--- src/rtl/ip_ws2812_led_ctrl.sv ---
`timescale 1ns/1ps
// WS2812 frame sequencer: keeps one 24-bit colour per LED and feeds them to a single
// ip_ws2812_led in index order, then holds the line low for the latch gap.
// Optional feature macro WS2812_CTRL_AUTO_REFRESH_EN: accepted host writes also trigger frames.
module ip_ws2812_led_ctrl #(
    parameter int LED_COUNT    = 8,
    parameter int ADDR_WIDTH   = 3,
    parameter int LATCH_CYCLES = 12000
) (
    input  logic                  clk,
    input  logic                  reset_n,
    input  logic                  host_wr,
    input  logic [ADDR_WIDTH-1:0] host_addr,
    input  logic [7:0]            host_red,
    input  logic [7:0]            host_green,
    input  logic [7:0]            host_blue,
    input  logic                  start,
    output logic                  busy,
    output logic                  done,
    output logic                  led_wr,
    input  logic                  led_sending,
    output logic [7:0]            led_red,
    output logic [7:0]            led_green,
    output logic [7:0]            led_blue
);

    localparam int                    CNT_W      = $clog2(LATCH_CYCLES + 1);
    localparam logic [ADDR_WIDTH:0]   LED_LIMIT  = (ADDR_WIDTH + 1)'(LED_COUNT);
    localparam logic [ADDR_WIDTH-1:0] LAST_IDX   = ADDR_WIDTH'(LED_COUNT - 1);
    localparam logic [CNT_W-1:0]      LATCH_LOAD = CNT_W'(LATCH_CYCLES - 1);

    typedef enum logic [2:0] {
        ST_IDLE,
        ST_WAIT,
        ST_ISSUE,
        ST_GUARD,
        ST_DRAIN,
        ST_LATCH
    } state_t;

    state_t                  state, state_nxt;
    logic [23:0]             entry [LED_COUNT];
    logic [ADDR_WIDTH-1:0]   index, index_nxt;
    logic [CNT_W-1:0]        latch_cnt, latch_cnt_nxt;
    logic                    guard, guard_nxt;
    logic                    pending, pending_nxt;
    logic                    done_nxt;
    logic                    wr_ok;
    logic                    kick;
    logic                    accept;

    assign wr_ok  = host_wr && ({1'b0, host_addr} < LED_LIMIT);
    assign accept = (state == ST_IDLE) && kick;

`ifdef WS2812_CTRL_AUTO_REFRESH_EN
    logic dirty;

    // A write landing in the accept cycle re-arms dirty, so one more frame follows.
    always_ff @(posedge clk or negedge reset_n) begin
        if (!reset_n) begin
            dirty <= 1'b0;
        end else if (wr_ok) begin
            dirty <= 1'b1;
        end else if (accept) begin
            dirty <= 1'b0;
        end
    end

    assign kick = start || pending || dirty;
`else
    assign kick = start || pending;
`endif

    always_ff @(posedge clk or negedge reset_n) begin
        if (!reset_n) begin
            for (int i = 0; i < LED_COUNT; i++) begin
                entry[i] <= '0;
            end
        end else if (wr_ok) begin
            entry[host_addr] <= {host_red, host_green, host_blue};
        end
    end

    always_ff @(posedge clk or negedge reset_n) begin
        if (!reset_n) begin
            state     <= ST_IDLE;
            index     <= '0;
            latch_cnt <= '0;
            guard     <= 1'b0;
            pending   <= 1'b0;
            done      <= 1'b0;
        end else begin
            state     <= state_nxt;
            index     <= index_nxt;
            latch_cnt <= latch_cnt_nxt;
            guard     <= guard_nxt;
            pending   <= pending_nxt;
            done      <= done_nxt;
        end
    end

    // Any start outside the accept cycle is remembered; several merge into one frame.
    always_comb begin
        state_nxt     = state;
        index_nxt     = index;
        latch_cnt_nxt = latch_cnt;
        guard_nxt     = guard;
        pending_nxt   = pending || start;
        done_nxt      = 1'b0;
        case (state)
            ST_IDLE: begin
                if (accept) begin
                    pending_nxt = 1'b0;
                    index_nxt   = '0;
                    state_nxt   = ST_WAIT;
                end
            end
            ST_WAIT: begin
                if (!led_sending) begin
                    state_nxt = ST_ISSUE;
                end
            end
            ST_ISSUE: begin
                guard_nxt = 1'b0;
                state_nxt = ST_GUARD;
            end
            ST_GUARD: begin
                if (guard) begin
                    if (index == LAST_IDX) begin
                        state_nxt = ST_DRAIN;
                    end else begin
                        index_nxt = index + ADDR_WIDTH'(1);
                        state_nxt = ST_WAIT;
                    end
                end else begin
                    guard_nxt = 1'b1;
                end
            end
            ST_DRAIN: begin
                if (!led_sending) begin
                    latch_cnt_nxt = LATCH_LOAD;
                    state_nxt     = ST_LATCH;
                end
            end
            ST_LATCH: begin
                if (latch_cnt == '0) begin
                    done_nxt  = 1'b1;
                    state_nxt = ST_IDLE;
                end else begin
                    latch_cnt_nxt = latch_cnt - CNT_W'(1);
                end
            end
            default: begin
                state_nxt = ST_IDLE;
            end
        endcase
    end

    assign busy   = (state != ST_IDLE);
    assign led_wr = (state == ST_ISSUE);
    assign {led_red, led_green, led_blue} = led_wr ? entry[index] : 24'd0;

endmodule
--- config.mk ---
export PLATFORM = sky130hd
export DESIGN_NAME = ip_ws2812_led_ctrl
export DESIGN_NICKNAME = d
export VERILOG_FILES = /design/src/rtl/ip_ws2812_led_ctrl.sv
export SDC_FILE = /design/constraint.sdc
export NUM_CORES = 1
export LEC_CHECK = 0
export BUFFER_PORTS_ARGS = -buffer_cell sky130_fd_sc_hd__buf_2
export CORE_ASPECT_RATIO = 0.7
export CORE_UTILIZATION = 65
export DETAILED_ROUTE_END_ITERATION = 7
export PLACE_DENSITY = 0.86
export REMOVE_ABC_BUFFERS = 1
export SYNTH_ARGS = -nofsm -noshare
export SYNTH_HDL_FRONTEND = slang
export SYNTH_SLANG_ARGS = --single-unit
--- constraint.sdc ---
create_clock -name clk -period 3.2 [get_ports clk]
set_input_delay 0.32 -clock clk [delete_from_list [all_inputs] [get_ports clk]]
set_output_delay 0.32 -clock clk [all_outputs]
set_load 0.02 [all_outputs]
# Word level (Yosys, flattened, before mapping)
# Cells that the tools add are included.
[word_totals]
register_bits = 215
out_inout_bits = 27
[classes]
addsub = 2
n_lt_le_gt_ge = 3
n_eq_ne = 13
n_mux = 26
n_bitwise = 2
reduce_logical = 12
[ops]
columns = ["operator", "count"]
rows = [
  ["$bwmux 192", 1],
  ["$mux 24", 4],
  ["$bmux 24 s3", 1],
  ["$demux 24 s3", 1],
  ["$mux 14", 2],
  ["$pmux 14 s2", 1],
  ["$mux 3", 9],
  ["$pmux 3 s6", 1],
  ["$logic_not 14->1", 1],
  ["$ne 2x2->1 const B", 7],
  ["$sub 14x1->14 const B", 1],
  ["$eq 3x3->1 const B", 3],
  ["$ge 4x4->1 const B", 2],
  ["$not 3->4", 2],
  ["$eq 3x2->1 const B", 2],
  ["$pmux 3 s2", 1],
  ["$reduce_bool 2->1", 3],
  ["$reduce_and 5->1", 1],
  ["$lt 4x1->1 const B", 1],
  ["$mux 1", 4],
  ["$reduce_and 4->1", 1],
  ["$add 3x1->3 const B", 1],
  ["$eq 3x1->1 const B", 1],
  ["$logic_not 3->1", 1],
  ["5 further kinds", 6],
]

# Depth between registers and ports, before layout
# Gate-level depths: netlist of run 1.
[depth]
ltp_word = 6
ltp_mapped = 7
ltp_nobuf = 6

# Worst setup path after synthesis of run 1
# No wires, ideal clock.
[synth_path]
kind = "register to output"
start = "register state[1]"
end = "output led_blue[4]"
t_arrival_ns = 1.575
required_ns = 2.880
setup_slack_ns = 1.305
stages_incl_launch_ff = 7
path_cell_list = "dfrtp_1 -> buf_2 -> nor2b_1 -> nand2b_1 -> clkbuf_1 -> clkbuf_1 -> nor2_1"
[synth_between]
elab_chain_cells = 2
[synth_lines]
columns = ["item", "line", "rtl"]
rows = [
  ["start, declared", "41", "state_t state, state_nxt;"],
  ["start signal, assigned", "93", "state <= state_nxt;"],
  ["$eq 3x2->1", "160", "assign led_wr = (state == ST_ISSUE);"],
  ["$mux 24", "161", "assign {led_red, led_green, led_blue} = led_wr ? entry[index] : 24'd0;"],
  ["end, declared", "24", "output logic [7:0] led_blue"],
]
# Every way passes these cells.

# Worst setup path in the final report of run 1
[layout_path]
start = "register state[1]"
end = "output led_blue[3]"
# Same word-level chain as after synthesis.

==> results summary, run 1 <==
The wire length of the first global-routing pass is 34500 um. In this run the most critical hold path is launched from start. The depth of the most critical reg-to-reg path is 6. The worst clock skew on the final layout is approximately 0.0062 ns. The power per cell area came out at 758 nW/um2. The most common cell after layout, fill and taps aside is sky130_fd_sc_hd__dfrtp_1. The number of endpoints failing setup at the final stage came out at 0.

The final worst slack came out at ~0.23 ns. The final hold violation count came to 0. The finished layout cell area came out at around 11000 um2. The yosys synthesis warning count came out at 0. For this run, the top clock speed supported by timing is between 300 and 400 MHz. The number of cell rows came out at 37. In this run the number of H-tree levels came out at 1. The area occupied by multi-input gates came out at approximately 4400 um2. The total area of sequential cells is approximately 5400 um2.

The number of nets in the finished design came out at 757. The flop-to-flop setup slack is just over 0.7 ns. OpenSTA, run right after detailed placement, puts the worst setup slack at 0.604 ns. The number of inserted filler cells in the final layout came out at 867. The ratio of final minimum period to clock period is around 93%.

The data arrival time at the worst-slack endpoint came out at 2.65 ns. The combinational share of power came out at 24.4%. Detailed placement ended at an HPWL of between 10000 and 15000 um. The flow ran to the end, and the final reports show no timing, DRC or antenna violations. The internal power of the cells totals about 6.1 mW. The worst relative slew slack came out at between 40% and 50%. The largest incremental delay on the critical path came out at 0.58 ns. The area of the die is 15900 um2.

Wires add up to 21500 um. Setup repair after global routing left no endpoint under its margin. In the layout the commonest cells are sky130_fd_sc_hd__dfrtp_1 (213), sky130_fd_sc_hd__mux2_1 (105), sky130_fd_sc_hd__mux2_2 (90). The number of instances on the worst hold path came out at 2. The placeable core area came out at between 10000 and 15000 um2.

The switching power summed over all nets is 2.43 mW. Along the worst path, the maximum fanout reaches 14. The maximum VDD drop is between 0.5 and 0.6 mV.

The post-synthesis instance area came out at approximately 10000 um2. The share of total power in sequential cells is about 45%. The count of distinct cell types in the synthesized netlist came out at 48. The kind of launch point of the worst setup path is a flop. The die span in y came out at 106 um. The reg-to-reg startpoint is index[0]. Per report_power, the clock group accounts for 31.0% of the total. The total number of vias is 5990. The maximum number of pins on one net before global-route repair came out at 82.

In this run the clock root is driven by a sky130_fd_sc_hd__clkbuf_16. On the critical path the largest part of the delay comes from simple AND/OR/NAND/NOR gates. The maximum buffer depth of the clock tree came out at 3.

The pin slew with the least headroom to its limit came out at roughly 0.90 ns. The synthesized design contains 0 enable-type register cells. Clock latency on the worst-skew pair, taken at its later pin, is ~0.50 ns.

Dividing the detail-routed wire length by the instance count gives between 20 and 25 um. The most used flip-flop cell after synthesis is sky130_fd_sc_hd__dfrtp_1. The endpoint required time on the critical path came out at about 2.9 ns. For this block, the initial DRC count from the detailed router was between 300 and 400. The average size of a mapped cell is about 15 um2.

The top-level I/O count came out at 59. Walking the worst path, the cells encountered are nor2b_1 > nand2b_2 > buf_4 > nor2_1 > buf_2. The utilization after layout came out at roughly three quarters.

Of the total power, the share spent switching nets is about 28%. The number of clock sinks is between 200 and 250. In the routed design, unresolved DRC markers number 0. sky130_fd_sc_hd__dfrtp_1 takes more of the synthesized area than any other cell. The number of max-slew violations in the final report came out at 0. The count of nets left with antenna violations once routing finished came out at 0. The instance area after placement is ~10000 um2. Counting every instance in the synthesized netlist gives roughly 670.

The number of buffer and inverter instances along the worst setup path is 2. The fraction of final layout cells with drive strength greater than 1 came out at 35.1%. The share of flip-flops with an asynchronous set or reset came out at 100%. TritonCTS built the clock tree. The endpoint of the most critical register-to-register path is index[2]. The proportion of synthesized chip area in sequential cells came out at around 54%. The via count of the first global-routing pass is about 6.4k.

The overall fraction of global-route tracks in use is about 29%. The share of the synthesized area in the top cell type came out at between 50% and 60%. The final global-route overflow total is 0. The path class of the tightest hold or removal check is in2reg.

The total of buffers placed on input and output ports came out at 58. On the critical path, the stage with the largest delay is an instance of sky130_fd_sc_hd__dfrtp_1. The clock edge transition at the registers on the reported setup and hold paths came out at around 0.06 ns.

The flop and latch count out of synthesis came out at roughly 220. The critical path endpoint category is an output port. Clock tree synthesis inserted a total of 21 buffers. The area growth from synthesis to layout is 12.9%. Across the run, the number of max-cap violations was 0. The leakage power total is a little under 5 nW. The initial standard-cell utilization of the core came out at 67.2%. In the routed layout, each cell is associated on average with a via count of roughly 6.4. The width of the die came out at approximately 150 um.

The critical path is of the reg2out type. Yosys attributes the largest share of cell area to sky130_fd_sc_hd__dfrtp_1 (54%), sky130_fd_sc_hd__mux2_1 (12%), sky130_fd_sc_hd__mux4_2 (11%). The initial antenna violation count is 0. Routability-driven placement finished with a final weighted congestion of about 0.85. The path with the worst hold slack has its endpoint at pending. The time the worst path needs with I/O delays and setup is between 2 and 3 ns. The first TritonRoute pass finished after 4 iterations.
## final cells by class
cell class              instances  share of cell area, %
clock inverters                 6                  0.987
clock buffers                  31                   5.61
multi-input cells             402                   39.0
diodes                          1                 0.0222
flip-flops and latches        215                   47.8
inverters                       6                  0.200
well taps                     195                   2.16
repair buffers                 76                   4.27
## synthesized netlist by cell type (2+ instances only)
cell,n
sky130_fd_sc_hd__o21ai_0,8
sky130_fd_sc_hd__ha_1,3
sky130_fd_sc_hd__a21oi_1,4
sky130_fd_sc_hd__nand2b_1,3
sky130_fd_sc_hd__or3_1,4
sky130_fd_sc_hd__dfrtp_1,215
sky130_fd_sc_hd__mux2_1,105
sky130_fd_sc_hd__o31ai_1,3
sky130_fd_sc_hd__mux4_2,48
sky130_fd_sc_hd__and4_1,3
sky130_fd_sc_hd__and3_1,2
sky130_fd_sc_hd__nor2_1,35
sky130_fd_sc_hd__nand4b_1,4
sky130_fd_sc_hd__buf_4,6
sky130_fd_sc_hd__nor3_2,2
sky130_fd_sc_hd__clkbuf_1,11
sky130_fd_sc_hd__nand4_1,3
sky130_fd_sc_hd__nand2_1,11
sky130_fd_sc_hd__buf_2,20
sky130_fd_sc_hd__nor3b_2,3
sky130_fd_sc_hd__mux2_2,90
sky130_fd_sc_hd__buf_1,5
sky130_fd_sc_hd__mux2i_1,28
sky130_fd_sc_hd__nor2b_1,4
sky130_fd_sc_hd__nand3_1,6
sky130_fd_sc_hd__or4_1,2
sky130_fd_sc_hd__or3b_1,2
sky130_fd_sc_hd__o211ai_1,2
sky130_fd_sc_hd__nor4_1,10
sky130_fd_sc_hd__inv_1,6
## worst reg2reg max path: cells and delay by family (launching register included)
family,cells,cell delay (ns)
AOI/OAI and AO/OA,1,0.32
adders and majority gates,2,0.44
buffers and inverters,1,0.31
DFF,1,0.72
muxes,1,0.37
and+or+nand+nor,1,0.20
## layer usage
metal,global-route usage [%],up-vias,part of all wire (%)
li1,-,2613,-
met1,40.4,3158,44
met2,47.0,183,49
met3,5.28,36,5.5
met4,6.13,0,1.5
met5,0,-,0
## sequential cells by signal (all words and copies together), names as in the netlist
name,count
done,1
entry,192
guard,1
index,3
latch_cnt,14
pending,1
state,3
## what timing repair did
| action | in CTS | in global routing |
|---|---|---|
| hold buffers | 1 | 0 |
| hold endpoints to repair | 77 | 0 |
| endpoints found under the setup margin | 0 | 4 |
| setup buffers | 0 | 1 |
| gates resized for setup | 0 | 1 |
## how the worst max path moves through the flow
stage              from           to  cells after the start
6_report       state[1]  led_blue[3]                      5
5_1_grt        state[1]  led_blue[3]                      5
4_1_cts        index[0]  led_blue[0]                      4
3_5_place_dp   state[1]  led_blue[3]                      5
3_3_place_gp   state[1]  led_blue[3]                      5
2_1_floorplan  index[0]  led_blue[0]                      3
## logic make-up after synthesis
logic type / Yosys count / synth area share, %
buffers and inverters: 49 / 2.39
AOI/OAI and AO/OA: 26 / 1.74
DFF: 215 / 53.9
and+or+nand+nor: 102 / 6.01
muxes: 271 / 35.6
adders and majority gates: 3 / 0.376
## power groups by stage
| stage | Sequential [mW] | Clock (mW) | Combinational, mW |
|---|---|---|---|
| finish | 3.82 | 2.65 | 2.08 |
| CTS | 3.88 | 2.67 | 2.00 |
| global placement | 3.84 | 0 | 1.87 |
| detailed placement | 3.91 | 0 | 1.96 |
| floorplan | 3.73 | 0 | 1.52 |
| global route | 3.90 | 2.79 | 2.24 |
## stage by stage
step                instances  setup TNS (ns)  power, mW  hold WS [ns]
finish                    932               0       8.55        0.0839
global route              931               0       8.94        0.0806
CTS                       930               0       8.55        0.0743
detailed placement        892               0       5.88         0.396
global placement          892               0       5.71         0.378
floorplan                 623          -0.856       5.25        0.0244
No activity file was read; power rests on OpenSTA's default activity.
==> inputs of run 2 (changes only) <==
--- a/config.mk
+++ b/config.mk
@@ -5,12 +5,14 @@
 export SDC_FILE = /design/constraint.sdc
 export NUM_CORES = 1
 export LEC_CHECK = 0
+export ABC_AREA = 1
 export BUFFER_PORTS_ARGS = -buffer_cell sky130_fd_sc_hd__buf_2
 export CORE_ASPECT_RATIO = 0.7
 export CORE_UTILIZATION = 65
 export DETAILED_ROUTE_END_ITERATION = 7
 export PLACE_DENSITY = 0.86
 export REMOVE_ABC_BUFFERS = 1
+export SKIP_CTS_REPAIR_TIMING = 1
 export SYNTH_ARGS = -nofsm -noshare
 export SYNTH_HDL_FRONTEND = slang
 export SYNTH_SLANG_ARGS = --single-unit
==> results summary, run 2 <==
The maximum VDD drop came out at about 0.38 mV. In this run, placement finished with an instance count of 1481. The die covers between 15000 and 20000 um2. The number of nets in the finished design is between 1k and 1.5k. The maximum buffer depth of the clock tree came out at 3.

The type of the most critical hold path is in2reg. The fraction of final layout cells with drive strength greater than 1 is 9.89%. Port buffering added 58 buffers. The count of distinct cell types in the synthesized netlist is 26. The die span in y came out at roughly 110 um. The largest registers in the layout are entry (192), latch_cnt (14). The count of mapped cells out of synthesis came out at 1287. The library cells used most frequently in the layout, excluding fill and tap cells, are sky130_fd_sc_hd__nand2_1 (330), sky130_fd_sc_hd__o21ai_0 (286), sky130_fd_sc_hd__dfrtp_1 (212).

The overall routed net length came out at 24500 um. Dividing the detail-routed via count by the number of cells gives 5.84. The maximum number of pins on one net before global-route repair came out at about 120. The total number of vias is 8876. After detailed routing, the average wire length per cell comes to 16.1 um. The via count of the first global-routing pass is between 8k and 9k. The top cell type by area accounts for between 50% and 60% of the synthesized area. In this run the horizontal extent of the chip is approximately 150 um. The number of max-slew violations in the final report is 0. Among all flip-flop cells after synthesis, the most frequent one is sky130_fd_sc_hd__dfrtp_1. The power per cell area is slightly above 700 nW/um2. During synthesis, Yosys emitted a total of 0 warnings.

The final hold violation count is 0. The overall fraction of global-route tracks in use came out at 32.5%. The type of the worst setup path is reg2out. In the final timing run, aggregate negative setup slack is 0 ns. The pin slew with the least headroom to its limit is around 0.83 ns. Of all cell types, the one taking the most synthesized area is sky130_fd_sc_hd__dfrtp_1. The antenna violation net count after detailed routing came out at 0. Of the synthesized area, sequential elements account for roughly 53%. The number of endpoints failing setup at the final stage is 0. The wire length of the first global-routing pass came out at just over 40000 um. For this run, the detailed router's first-pass iteration total came to 6. The worst relative slew slack is between 40% and 50%.

The worst clock skew on the final layout is ~0.0087 ns. The number of DRC markers after the initial detailed-route iteration is a little under 1k. The flip-flop count of the largest register, all copies and words added is 192. The remaining routing DRC violations is 0.

The data arrival time at the worst-slack endpoint is between 2 and 3 ns. The weighted congestion at the end of routability-driven global placement is roughly 0.90. The flop and latch count out of synthesis came out at ~220. The kind of launch point of the worst setup path is a flop. The most common cell after layout, fill and taps aside is sky130_fd_sc_hd__nand2_1. 59 I/O pins were placed. The commonest cells after synthesis are sky130_fd_sc_hd__nand2_1 (330), sky130_fd_sc_hd__o21ai_0 (286), sky130_fd_sc_hd__dfrtp_1 (215), sky130_fd_sc_hd__nor2_1 (195), sky130_fd_sc_hd__inv_1 (71). The finished layout cell area came out at 11100 um2. TritonCTS built the clock tree.

After synthesis, the cell types taking the most area are sky130_fd_sc_hd__dfrtp_1 (53%), sky130_fd_sc_hd__o21ai_0 (14%), sky130_fd_sc_hd__nand2_1 (12%). The worst setup path is captured at an output port. In this run the number of H-tree levels came out at 1. The instance area after placement is 10500 um2. The post-synthesis instance area is slightly above 10000 um2. The worst hold margin came out at approximately 0.034 ns. The ratio of final minimum period to clock period is around nine tenths.

The cell at the root of the clock tree is sky130_fd_sc_hd__clkbuf_16. Clock-pin slew was measured on the worst setup and hold paths at 0.07 ns. After floorplanning, the core was sized to cover between 10000 and 15000 um2. More flip-flops sit in one register than any other, and that register is entry. The tool flagged a number of max-cap violations equal to 0.

The flop-to-flop setup slack came out at roughly 0.97 ns. The time the worst path needs with I/O delays and setup came out at approximately 2.8 ns. The average size of a mapped cell came out at ~7.9 um2. After global routing the overflow that remains totals 0. The number of antenna diodes in the final layout is 0.

Among all cell types in the netlist, the one instantiated most often is sky130_fd_sc_hd__nand2_1. The detailed-placement wirelength estimate came out at 14400 um. The number of non-filler instances in the completed layout is 1519.

The maximum fanout count along the critical path is 41. The sum of internal, switching and leakage power came out at between 7 and 8 mW. The area growth from synthesis to layout came out at 10.1%. The endpoint required time on the critical path is around 2.9 ns. The flow ran to the end, and the final reports show no timing, DRC or antenna violations. The initial standard-cell utilization of the core came out at around 68%. Counting flops with a built-in enable in the synthesized netlist gives 0.

The clock network latency to the later pin of the worst-skew pair came out at 0.50 ns. The share of flip-flops with an asynchronous set or reset is 100%. The floorplan has 37 rows. The total CTS buffers is 21. The number of clock sinks came out at between 200 and 250. The achievable frequency came out at about 350 MHz. The initial antenna violation count came out at 0. In this run the static leakage power is ~5.3 nW.

Setup repair after global routing left no endpoint under its margin.
==> run 2: metal layers <==
metal | wire, um | up-vias | GRT usage [%]
li1 | - | 4206 | -
met1 | 10600 | 4151 | 48.3
met2 | 11000 | 466 | 49.9
met3 | 2510 | 53 | 5.67
met4 | 457 | 0 | 8.00
met5 | 0 | - | 0
==> run 2: path summary, 6_finish.rpt <==
| kind | cells past startpoint | startpoint | endpoint |
|---|---|---|---|
| worst max register to register | 9 | latch_cnt[0] | latch_cnt[2] |
| worst max-delay path | 6 | index[1] | led_blue[6] |
| worst min-delay path | 3 | host_green[3] | entry[11] |
| min in group asynchronous | 2 | reset_n | entry[125] |
| max in group asynchronous | 3 | reset_n | index[2] |
| worst min register to register | 2 | entry[131] | entry[131] |
==> run 2: final cells by class <==
cell class / instances / area (um2)
fillers: 1071 / 3820
repair buffers: 82 / 507
clock inverters: 4 / 20.0
inverters: 74 / 278
well taps: 195 / 244
multi-input cells: 916 / 4080
clock buffers: 33 / 611
flip-flops and latches: 215 / 5390
==> run 2: kinds of logic after synthesis <==
logic type	synth area share, %
buffers and inverters	6.45
AND/OR/NAND/NOR	22.6
flip-flops	53.2
AO/OA/AOI/OAI	17.3
adder cells (fa/ha/maj)	0.372
==> run 2: critical path, cell delays in order (launching register included) <==
cell and delay, ns:
sky130_fd_sc_hd__dfrtp_2 0.88, sky130_fd_sc_hd__buf_4 0.37, sky130_fd_sc_hd__o21ai_0 0.14, sky130_fd_sc_hd__o21ai_1 0.26
sky130_fd_sc_hd__nor2_1 0.08, sky130_fd_sc_hd__nor2_1 0.11, sky130_fd_sc_hd__buf_2 0.17
==> run 2: metrics by stage <==
| stage | setup WS, ns | utilization (%) |
|---|---|---|
| global route | 0.261 | 74.4 |
| CTS | 0.402 | 74.4 |
| finish | 0.362 | 74.4 |
| detailed placement | 0.944 | 70.1 |
| global placement | 0.962 | 70.1 |
| floorplan | -0.674 | - |
==> run 2: report_power, final <==
| part | internal (mW) | leakage, nW | switching [mW] | total (mW) |
|---|---|---|---|---|
| Clock | 1.31 | 0.313 | 1.01 | 2.32 |
| Combinational | 0.678 | 2.35 | 1.36 | 2.03 |
| Sequential | 3.21 | 2.68 | 0.318 | 3.53 |
